--- src/rtl/sr_ff_pkg.sv ---
// Shared mode encodings and FSM state type for the flip-flop bank.
package sr_ff_pkg;

  localparam logic [1:0] MODE_SR = 2'b00;
  localparam logic [1:0] MODE_JK = 2'b01;
  localparam logic [1:0] MODE_D  = 2'b10;
  localparam logic [1:0] MODE_T  = 2'b11;

  typedef enum logic {
    RUN   = 1'b0,
    FAULT = 1'b1
  } state_t;

endpackage

--- src/rtl/sr_ff_cell.sv ---
// One flip-flop channel's next-state logic. Purely combinational; the register lives in the top.
// In SR mode with a=b=1 the bit holds and the illegal flag is raised.
module sr_ff_cell
  import sr_ff_pkg::*;
(
  input  logic [1:0] mode,
  input  logic       a,
  input  logic       b,
  input  logic       q,
  output logic       q_next,
  output logic       illegal
);

  // Per-mode next-state and illegal-input decode.
  always_comb begin
    q_next  = q;
    illegal = 1'b0;
    case (mode)
      MODE_SR: begin
        case ({a, b})
          2'b10:   q_next = 1'b1;
          2'b01:   q_next = 1'b0;
          2'b11:   illegal = 1'b1;
          default: q_next = q;
        endcase
      end
      MODE_JK: begin
        case ({a, b})
          2'b10:   q_next = 1'b1;
          2'b01:   q_next = 1'b0;
          2'b11:   q_next = ~q;
          default: q_next = q;
        endcase
      end
      MODE_D:  q_next = a;
      default: q_next = q ^ a;
    endcase
  end

endmodule

--- src/rtl/sr_ff_bank.sv ---
// Bank of WIDTH flip-flops with run-time SR/JK/D/T mode, sticky illegal-input flags,
// a saturating illegal-event counter and an optional freeze-on-fault state.
//
//   state | meaning
//   RUN   | normal operation, q updates when en=1
//   FAULT | illegal SR input seen with STRICT=1; q frozen until clr_err
module sr_ff_bank
  import sr_ff_pkg::*;
#(
  parameter int               WIDTH   = 8,
  parameter logic [WIDTH-1:0] RST_VAL = '0,
  parameter int               STRICT  = 0,
  parameter int               CNT_W   = 8
) (
  input  logic             clk,
  input  logic             rst_n,
  input  logic             en,
  input  logic [1:0]       mode,
  input  logic [WIDTH-1:0] a,
  input  logic [WIDTH-1:0] b,
  input  logic             clr_err,
  output logic [WIDTH-1:0] q,
  output logic [WIDTH-1:0] qn,
  output logic [WIDTH-1:0] err_vec,
  output logic             fault,
  output logic [CNT_W-1:0] err_cnt
);

  localparam bit STRICT_B = (STRICT != 0);

  state_t           state, state_nxt;
  logic [WIDTH-1:0] q_cell;
  logic [WIDTH-1:0] ill_bits;
  logic             upd;
  logic             ill_evt;
  logic [WIDTH-1:0] ill_new;

  for (genvar i = 0; i < WIDTH; i++) begin : g_cell
    sr_ff_cell u_cell (
      .mode    (mode),
      .a       (a[i]),
      .b       (b[i]),
      .q       (q[i]),
      .q_next  (q_cell[i]),
      .illegal (ill_bits[i])
    );
  end

  // Updates and illegal detection only happen while running with en=1.
  assign upd     = en && (state == RUN);
  assign ill_new = upd ? ill_bits : '0;
  assign ill_evt = |ill_new;

  // State register.
  always_ff @(posedge clk or negedge rst_n) begin
    if (!rst_n) state <= RUN;
    else        state <= state_nxt;
  end

  // Next-state: a clear and a fresh illegal event on the same edge lands in FAULT (set wins).
  always_comb begin
    state_nxt = state;
    case (state)
      RUN:     if (STRICT_B && ill_evt) state_nxt = FAULT;
      FAULT:   if (clr_err)             state_nxt = RUN;
      default: state_nxt = RUN;
    endcase
  end

  // q register: strict mode suppresses the whole update on an illegal event.
  always_ff @(posedge clk or negedge rst_n) begin
    if (!rst_n) begin
      q <= RST_VAL;
    end else if (upd && !(STRICT_B && ill_evt)) begin
      q <= q_cell;
    end
  end

  // Sticky illegal flags; clr_err wipes old flags but new ones from the same edge survive.
  always_ff @(posedge clk or negedge rst_n) begin
    if (!rst_n)       err_vec <= '0;
    else if (clr_err) err_vec <= ill_new;
    else              err_vec <= err_vec | ill_new;
  end

  // Event counter: one count per cycle with any illegal bit, saturating, reset-only clear.
  always_ff @(posedge clk or negedge rst_n) begin
    if (!rst_n)
      err_cnt <= '0;
    else if (ill_evt && (err_cnt != {CNT_W{1'b1}}))
      err_cnt <= err_cnt + CNT_W'(1);
  end

  assign qn    = ~q;
  assign fault = STRICT_B ? (state == FAULT) : 1'b0;

endmodule

--- config.mk ---
export PLATFORM = sky130hd
export DESIGN_NAME = sr_ff_bank
export DESIGN_NICKNAME = d
export VERILOG_FILES = /design/src/rtl/sr_ff_pkg.sv /design/src/rtl/sr_ff_cell.sv /design/src/rtl/sr_ff_bank.sv
export SDC_FILE = /design/constraint.sdc
export NUM_CORES = 1
export LEC_CHECK = 0
export ABC_AREA = 1
export CORE_MARGIN = 3
export CORE_UTILIZATION = 46
export CTS_CLUSTER_DIAMETER = 80
export CTS_CLUSTER_SIZE = 24
export DETAILED_ROUTE_END_ITERATION = 10
export HOLD_SLACK_MARGIN = 0.12
export PLACE_DENSITY = 0.89
export SLEW_MARGIN = 5
export SYNTH_ARGS = -nofsm -noshare
export SYNTH_HDL_FRONTEND = slang
export SYNTH_SLANG_ARGS = --single-unit
export TNS_END_PERCENT = 100
--- constraint.sdc ---
create_clock -name clk -period 1.7 [get_ports clk]
set_input_delay 0.255 -clock clk [delete_from_list [all_inputs] [get_ports clk]]
set_output_delay 0.255 -clock clk [all_outputs]
set_load 0.05 [all_outputs]
==> flow_summary.ini, run 1 <==
[cts]
postCtsResizedCells = 0
cts_tree = yes
htree_num_levels = 1
cts_made_buffers = 3
clk_latency_ps = 310
clock-root-buffer = clkbuf_4
clk_pin_slew_ps = 130
cts_hold_buf = 0
cts_max_path_buffers = 2
cts.sinks = 25
post_cts.repair.setup_buffers = 0

[setup_path]
crit_family = simple AND/OR/NAND/NOR gates
critPathLaunchType = flip-flop
cp.arrival_ps = 1760
cp.buffers_inverters = 0
cpPeakStageDelay_ps = 440
crit_type = flip-flop to flip-flop
end_kind = flip-flop
path_max_fanout = 9
worst_path_max_delay_cell = dfrtp_2
crit_path_cell_trace = ha_1 -> nand3_1 -> nor2_1 -> nand3_4 -> nand2_8 -> nand2_2 -> nand2_1
required_ps = 1960

[floorplanning]
num_rows = 21
io_pins = 55
start_util_pct = 48.65
coreArea_mm2 = 0.003390
die_w_um = 65.88
die_h_um = 65.88
dieArea_mm2 = 0.004340

[yosys]
async_flop_share_pct = 100.0
synth_seq_cells = 25
ys.flop_type = dfrtp_1
ys_types = 30
synth_top_area_share_pct = 37.94
synthTopCellsByCount = nand2_1, inv_1, dfrtp_1, nand3_1, a21oi_1
postSynthAreaPerCell_um2 = 7.742
synth_edf_count = 0
yosys_warnings = 0
ys_top_cells_by_area = dfrtp_1, nand2_1, inv_1, nand3_1, a21oi_1
yosysTopAreaCell = dfrtp_1
yosysMostFrequentCell = nand2_1
syn_nets = 236
synth_area_mm2 = 0.001649
yosysSeqAreaShare_pct = 37.94
syn_inst = 213

[grt]
antenna_found_initial = 0
overflow = 0
grt_pass1_wl_um = 6030
grt_start_max_net_pins = 26
grt_pass1_vias = 1339
grt_usage_pct = 17.60

[power_and_ir_drop]
switchingPower_mw = 0.9340
vdd_drop_max_mv = 0.4954
combPwrFrac_pct = 48.8
share_seq_of_total_power_pct = 38.4
p_per_area_mw_per_mm2 = 937.9
clkPwrFrac_pct = 12.8
power_mw = 2.028
p_leak_nw = 1.100
switching_share_pct = 46.06
p_int_mw = 1.094

[worst_hold_path]
hold_class = input pin to asynchronous set/reset pin

[layout]
drive_above_1_share_pct = 23.51
nets = 292
area_growth_pct = 31.11
diodes = 0

[status]
status = complete, no violations

[place]
dp_slack_ps = -69.18
io_buffers = 53
gp_congestion = 0.8163
place_hpwl_um = 2880

[detailed_routing]
wirelength_um = 3653
antenna_left = 0
dr.pass1.iters = 4
drt_iter0_drc = 94
via_per_inst = 4.847
route.detailed.drc = 0
vias = 1522
post_drt_wl_per_cell_um = 11.63

[flow_run]
cap_violations = 0

[sta]
min_period_over_period_pct = 88.18
setup_slack_ps = 200.9
period_minus_slack_ps = 1499
hold_viol = 0
fmax_mhz = 667.1
finalSetupViolCount = 0
rsz0062_at_grt = no
slew_viol_final = 0
clock_skew_ps = 1.329
[kinds of logic after synthesis]
family          synth area share [%]
xor+xnor                       3.187
fa+ha+maj                     0.7586
simple gates                   26.93
flops                          37.94
compound gates                 16.77
buf+inv                        14.19
other cells                   0.2274
[layer usage]
layer,track usage [%],part of all wire [%],up-vias
li1,-,-,796
met5,0,0,-
met1,22.79,47,694
met4,4.663,1.1,0
met3,3.231,4.2,4
met2,29.91,48,28
[final cells by class]
| class | count | area [um^2] |
|---|---|---|
| multi-input cells | 141 | 789.5 |
| flip-flops and latches | 25 | 628.1 |
| repair buffers | 64 | 533.0 |
| fillers | 286 | 1227 |
| clock buffers | 4 | 26.28 |
| well taps | 46 | 57.56 |
| inverters | 34 | 127.6 |
[cells in the final DEF, fill, tap and decap left out, drive strengths merged]
cell type and instances:
clkbuf 4, clkdlybuf4s50 21, nor3 1, xor2 3, o21a 3, ha 1, o211ai 2, o31ai 8
xnor2 3, buf 43, nor2 18, o21ai 13, a211oi 1, conb 1, or2 3, nand3 19
dfrtp 25, o311ai 3, a21oi 16, inv 32, clkinv 2, nand2 46
[worst paths after layout]
kind,endpoint,startpoint,cells after the start,slack (ps)
setup / recovery,err_cnt[3],err_cnt[0],7,200
hold / removal,err_cnt[3],rst_n,2,280
setup reg to reg,err_cnt[3],err_cnt[0],7,200
hold reg to reg,err_vec[1],err_vec[1],2,530
max in group asynchronous,err_cnt[1],rst_n,2,1150
min in group clk,err_vec[1],err_vec[1],2,530
[power by group through the flow]
stage / logic [mW] / registers, mW / clock network [mW]
after floorplan: 0.552 / 0.947 / 0
after global placement: 0.980 / 0.789 / 0
after detailed placement: 0.994 / 0.791 / 0
after CTS: 0.996 / 0.778 / 0.274
after global routing: 1.06 / 0.789 / 0.288
final: 0.990 / 0.778 / 0.260
[state kept, by name, indices dropped and copies added (netlist names)]
signal   flops
err_cnt      8
q            8
state        1
err_vec      8
[through the flow]
step	area, um^2	cells	TNS, ps	hold WS (ps)	util (%)
after detailed placement	2136	310	-615.2	517.4	63.01
after CTS	2162	314	0	289.9	63.79
after global placement	2136	310	-230.4	509.1	63.01
after floorplan	1652	213	0	-40.59	-
after global routing	2162	314	0	317.7	63.79
final	2162	314	0	284.7	63.79
Note: power is estimated with default switching activity, not from simulation.
==> inputs of run 2 (changes only) <==
CORE_UTILIZATION = 41   (was 46)
PLACE_DENSITY = 0.85   (was 0.89)
clock period = 1.3 ns   (was 1.7 ns; I/O delays follow)
==> run 2 against run 1 <==
  * The flow now finishes with violations (negative setup slack)
  * Flip-flop and latch count unchanged
  * Non-clock buffer count up 24
  * Register-to-register slack worse by 320 ps
  * Via count increased by 21%
  * Final area is 35% higher
  * First-iteration DRC count grew 63%
  * Hold slack worse by 4.1 ps
  * Cell count increased by 8.9%
  * Combinational power increased by 100%
  * Critical path type unchanged
  * Largest cell class is now buffers
  * Largest power group unchanged
==> flow_summary.ini, run 2 (same netlist as run 1, synthesis figures left out) <==
[detailed_routing]
route.detailed.drc = 0
dr.pass1.iters = 5
via_per_inst = 5.365
antenna_left = 0
wirelength_um = 5354
post_drt_wl_per_cell_um = 15.65
vias = 1835
drt_iter0_drc = 153

[floorplanning]
start_util_pct = 43.73
coreArea_mm2 = 0.003771
dieArea_mm2 = 0.004819
die_w_um = 69.42
io_pins = 55
die_h_um = 69.42
num_rows = 22

[cts]
htree_num_levels = 1
clock-root-buffer = clkbuf_8
cts_made_buffers = 3
cts_max_path_buffers = 2
clk_pin_slew_ps = 80
cts.sinks = 25
cts_tree = yes
clk_latency_ps = 270

[place]
placed_cells = 330
gp_congestion = 0.8621
place_area_mm2 = 0.002709
dp_slack_ps = -426.7
place_hpwl_um = 3860
io_buffers = 53

[setup_path]
required_ps = 1460
critPathLaunchType = flip-flop
end_kind = flip-flop
crit_path_cell_trace = nor2_4 -> nand3_2 -> nand2_2 -> nor2_4 -> nand2_4 -> nand2_8 -> nand2_2 -> nand2_1
cpPeakStageDelay_ps = 460
crit_type = flip-flop to flip-flop
worst_path_max_delay_cell = dfrtp_2
path_max_fanout = 8
cp.arrival_ps = 1580

[sta]
hold_viol = 0
tns_ps = -958.0
rsz0062_at_grt = yes
slew_viol_final = 0
clock_skew_ps = 2.074
setup_slack_ps = -120.7
min_period_over_period_pct = 109.3
finalSetupViolCount = 9
fmax_mhz = 703.9
period_minus_slack_ps = 1421

[grt]
overflow = 0
grt_start_max_net_pins = 26
grt_pass1_wl_um = 8659
grt_pass1_vias = 1855
antenna_found_initial = 0
grt_usage_pct = 21.93

[flow_run]
cap_violations = 0

[layout]
top_regs = err_cnt x8, err_vec x8, q x8
layout.cells.non_filler = 342
area_growth_pct = 77.01
layout_commonest_cell = buf_4
drive_above_1_share_pct = 40.14
post-route-util_pct = 77.41
diodes = 0
layout_common_cells = buf_4, nand2_1, buf_12, inv_1, dfrtp_1
nets = 318
fin_area_mm2 = 0.002919

[status]
status = finished with violations
violations = negative setup slack

[power_and_ir_drop]
p_per_area_mw_per_mm2 = 1209
p_int_mw = 2.065
combPwrFrac_pct = 57.2
p_leak_nw = 1.369
share_seq_of_total_power_pct = 29.6
clkPwrFrac_pct = 13.2
switchingPower_mw = 1.464
switching_share_pct = 41.49
vdd_drop_max_mv = 0.9205

[worst_hold_path]
hold_class = input pin to asynchronous set/reset pin
[run 2: worst paths after layout]
path,depth (start not counted),start,to,slack (ps)
max,8,state,err_cnt[5],-120
max reg2reg,8,state,err_cnt[5],-120
max in group asynchronous,2,rst_n,err_cnt[0],740
min reg2reg,2,err_cnt[2],err_cnt[2],560
min,2,rst_n,q[7],280
min in group clk,5,en,err_vec[3],470
[run 2: through the flow]
step | power, mW | hold slack [ps]
floorplan | 2.019 | -100.6
global placement | 2.954 | 519.2
detailed placement | 2.986 | 539.7
CTS | 3.504 | 292.9
global route | 3.696 | 314.9
finish | 3.528 | 280.6
[run 2: layout make-up]
cell class / count / area [um^2]
inverters: 34 / 130.1
well taps: 48 / 60.06
flip-flops and latches: 25 / 631.9
clock buffers: 4 / 45.04
multi-input cells: 143 / 938.4
repair buffers: 88 / 1114
fillers: 206 / 852.1
[run 2: power by group through the flow]
stage          Clock (mW)  Combinational, mW  Sequential [mW]
3_3_place_gp            0               1.89             1.07
3_5_place_dp            0               1.92             1.07
2_1_floorplan           0              0.752             1.27
5_1_grt             0.515               2.12             1.06
4_1_cts             0.477               1.98             1.04
6_report            0.467               2.02             1.05
[run 2: worst max-delay path: cells and delay by family (launching register included)]
family           cells  cell delay, ps
DFF                  1             460
and+or+nand+nor      8             840
[run 2: repair_timing]
action                     CTS  global route
gates resized for setup     14            17
hold buffers                 0             0
setup endpoints to repair   16            15
gates cloned                 2             0
buffers inserted             6             0
pin swaps                    9             6
[run 2: metal layers]
metal	vias to the layer above	routed length, um	GRT usage [%]
li1	846	-	-
met1	869	2066	24.84
met2	92	2682	38.67
met3	28	378	5.942
met4	0	228	8.894
met5	-	0	0
==> inputs of run 3 (changes only) <==
PLACE_DENSITY = 0.76   (was 0.85)
SLEW_MARGIN = 20   (was 5)
==> run 3 against run 2 <==
  * The flow still finishes with violations (negative setup slack)
  * Final area rose by 2.6%
  * Count of clock-buffer cells in the layout fell by 1
  * Flip-flop and latch count did not move
  * Wire length rose by 5.6%
  * First-iteration DRC count rose by 16%
  * Die area did not move
  * Critical path depth did not move
  * Largest power group unchanged
  * Highest routed layer unchanged
==> flow_summary.ini, run 3 (same netlist as run 1, synthesis figures left out) <==
[detailed_routing]
drt_iter0_drc = 178
via_per_inst = 5.445
vias = 1884
route.detailed.drc = 0
dr.pass1.iters = 4
post_drt_wl_per_cell_um = 16.34
antenna_left = 0
wirelength_um = 5652

[grt]
use_met3_pct = 4.203
antenna_found_initial = 0
grt_pass1_vias = 1819
grt_start_max_net_pins = 26
met2_usage_pct = 38.98
top_usage_layer = met2
grt_usage_pct = 22.51
grt_pass1_wl_um = 8832
grtUsageMet1_pct = 27.42
overflow = 0

[sta]
rsz0062_at_grt = yes
holdWs_ps = 250.5
clock_skew_ps = 12.16
setup_slack_ps = -248.4
slew_viol_final = 0
hold_viol = 0
tns_ps = -1967
finalSetupViolCount = 14
period_minus_slack_ps = 1548
min_period_over_period_pct = 119.1
fmax_mhz = 645.8

[layout]
drive_above_1_share_pct = 40.94
multi_input_area_um2 = 959.7
nets = 322
top_regs = err_cnt x8, err_vec x8, q x8
area_growth_pct = 81.56
layout.cells.non_filler = 346
diodes = 0
regArea_um2 = 631.9
nFillCells = 213
layout_common_cells = buf_4, buf_12, inv_1, nand2_1, dfrtp_1

[setup_path]
cpPeakStageDelay_ps = 470
path_max_fanout = 5
end_kind = flip-flop
worst_path_max_delay_cell = dfrtp_2
cp.buffers_inverters = 1
crit_family = simple AND/OR/NAND/NOR gates
cp.arrival_ps = 1770
crit_path_cell_trace = nor2_4 -> nand3_2 -> nand2_2 -> nor2_4 -> buf_4 -> nand2_2 -> nand3_1 -> nand2_2
crit_type = flip-flop to flip-flop
critPathLaunchType = flip-flop
cpMostUsedCell = nand2_2
required_ps = 1520

[cts]
cts_max_path_buffers = 2
clk_pin_slew_ps = 100
clk_latency_ps = 280
cts_made_buffers = 3
cts_tree = yes
htree_num_levels = 1
clock-root-buffer = clkbuf_8
cts.sinks = 25
cts_hold_buf = 0

[power_and_ir_drop]
combPwrFrac_pct = 56.3
power_mw = 3.583
vdd_drop_max_mv = 0.6753
share_seq_of_total_power_pct = 30.1
clkPwrFrac_pct = 13.7
switchingPower_mw = 1.527
switching_share_pct = 42.63
p_leak_nw = 1.397
p_int_mw = 2.056
p_per_area_mw_per_mm2 = 1197

[worst_hold_path]
hold_class = input pin to asynchronous set/reset pin

[status]
status = finished with violations
violations = negative setup slack

[floorplanning]
coreArea_mm2 = 0.003771
start_util_pct = 43.73
die_w_um = 69.42
io_pins = 55
die_h_um = 69.42
dieArea_mm2 = 0.004819
num_rows = 22

[place]
dp_slack_ps = -388.9
io_buffers = 53
gp_congestion = 0.8576
placed_cells = 329
place_hpwl_um = 3330

[flow_run]
cap_violations = 0
[run 3: path summary, 6_finish.rpt]
kind	slack, ps	cells past startpoint	startpoint	endpoint
min reg2reg	570	2	err_vec[2]	err_vec[2]
max	-250	8	state	err_cnt[1]
min in group clk	460	5	mode[0]	err_vec[4]
min	250	2	rst_n	err_cnt[3]
max in group asynchronous	890	2	rst_n	q[3]
max reg2reg	-250	8	state	err_cnt[1]
[run 3: power by group through the flow]
stage,combinational [mW],sequential [mW],clock (mW)
6_report,2.02,1.08,0.490
5_1_grt,2.09,1.09,0.523
4_1_cts,1.93,1.07,0.474
3_5_place_dp,1.87,1.09,0
3_3_place_gp,1.85,1.08,0
2_1_floorplan,0.752,1.27,0
[run 3: per-layer routing]
metal | up-vias | share of wire [%] | wire, um
li1 | 858 | - | -
met1 | 900 | 38 | 2122
met2 | 109 | 52 | 2939
met3 | 17 | 6.9 | 388
met4 | 0 | 3.6 | 201
met5 | - | 0 | 0
[run 3: cell type report]
class | count | area share (%)
Sequential cell | 25 | 21.10
Clock inverter | 1 | 0.2507
Inverter | 34 | 4.346
Multi-Input combinational cell | 144 | 32.05
Clock buffer | 3 | 1.379
Timing Repair Buffer | 91 | 38.86
Tap cell | 48 | 2.006
[run 3: per-stage QoR]
step                area (um^2)  utilization (%)
floorplan                  1687                -
global placement           2714            71.96
detailed placement         2714            71.96
CTS                        2923            77.51
global route               2994            79.40
finish                     2994            79.40
[run 3: timing repair]
item	CTS	global route
gates cloned	3	0
resized for setup	24	15
buffers inserted	8	2
pin swaps	10	12
setup endpoints to repair	16	18
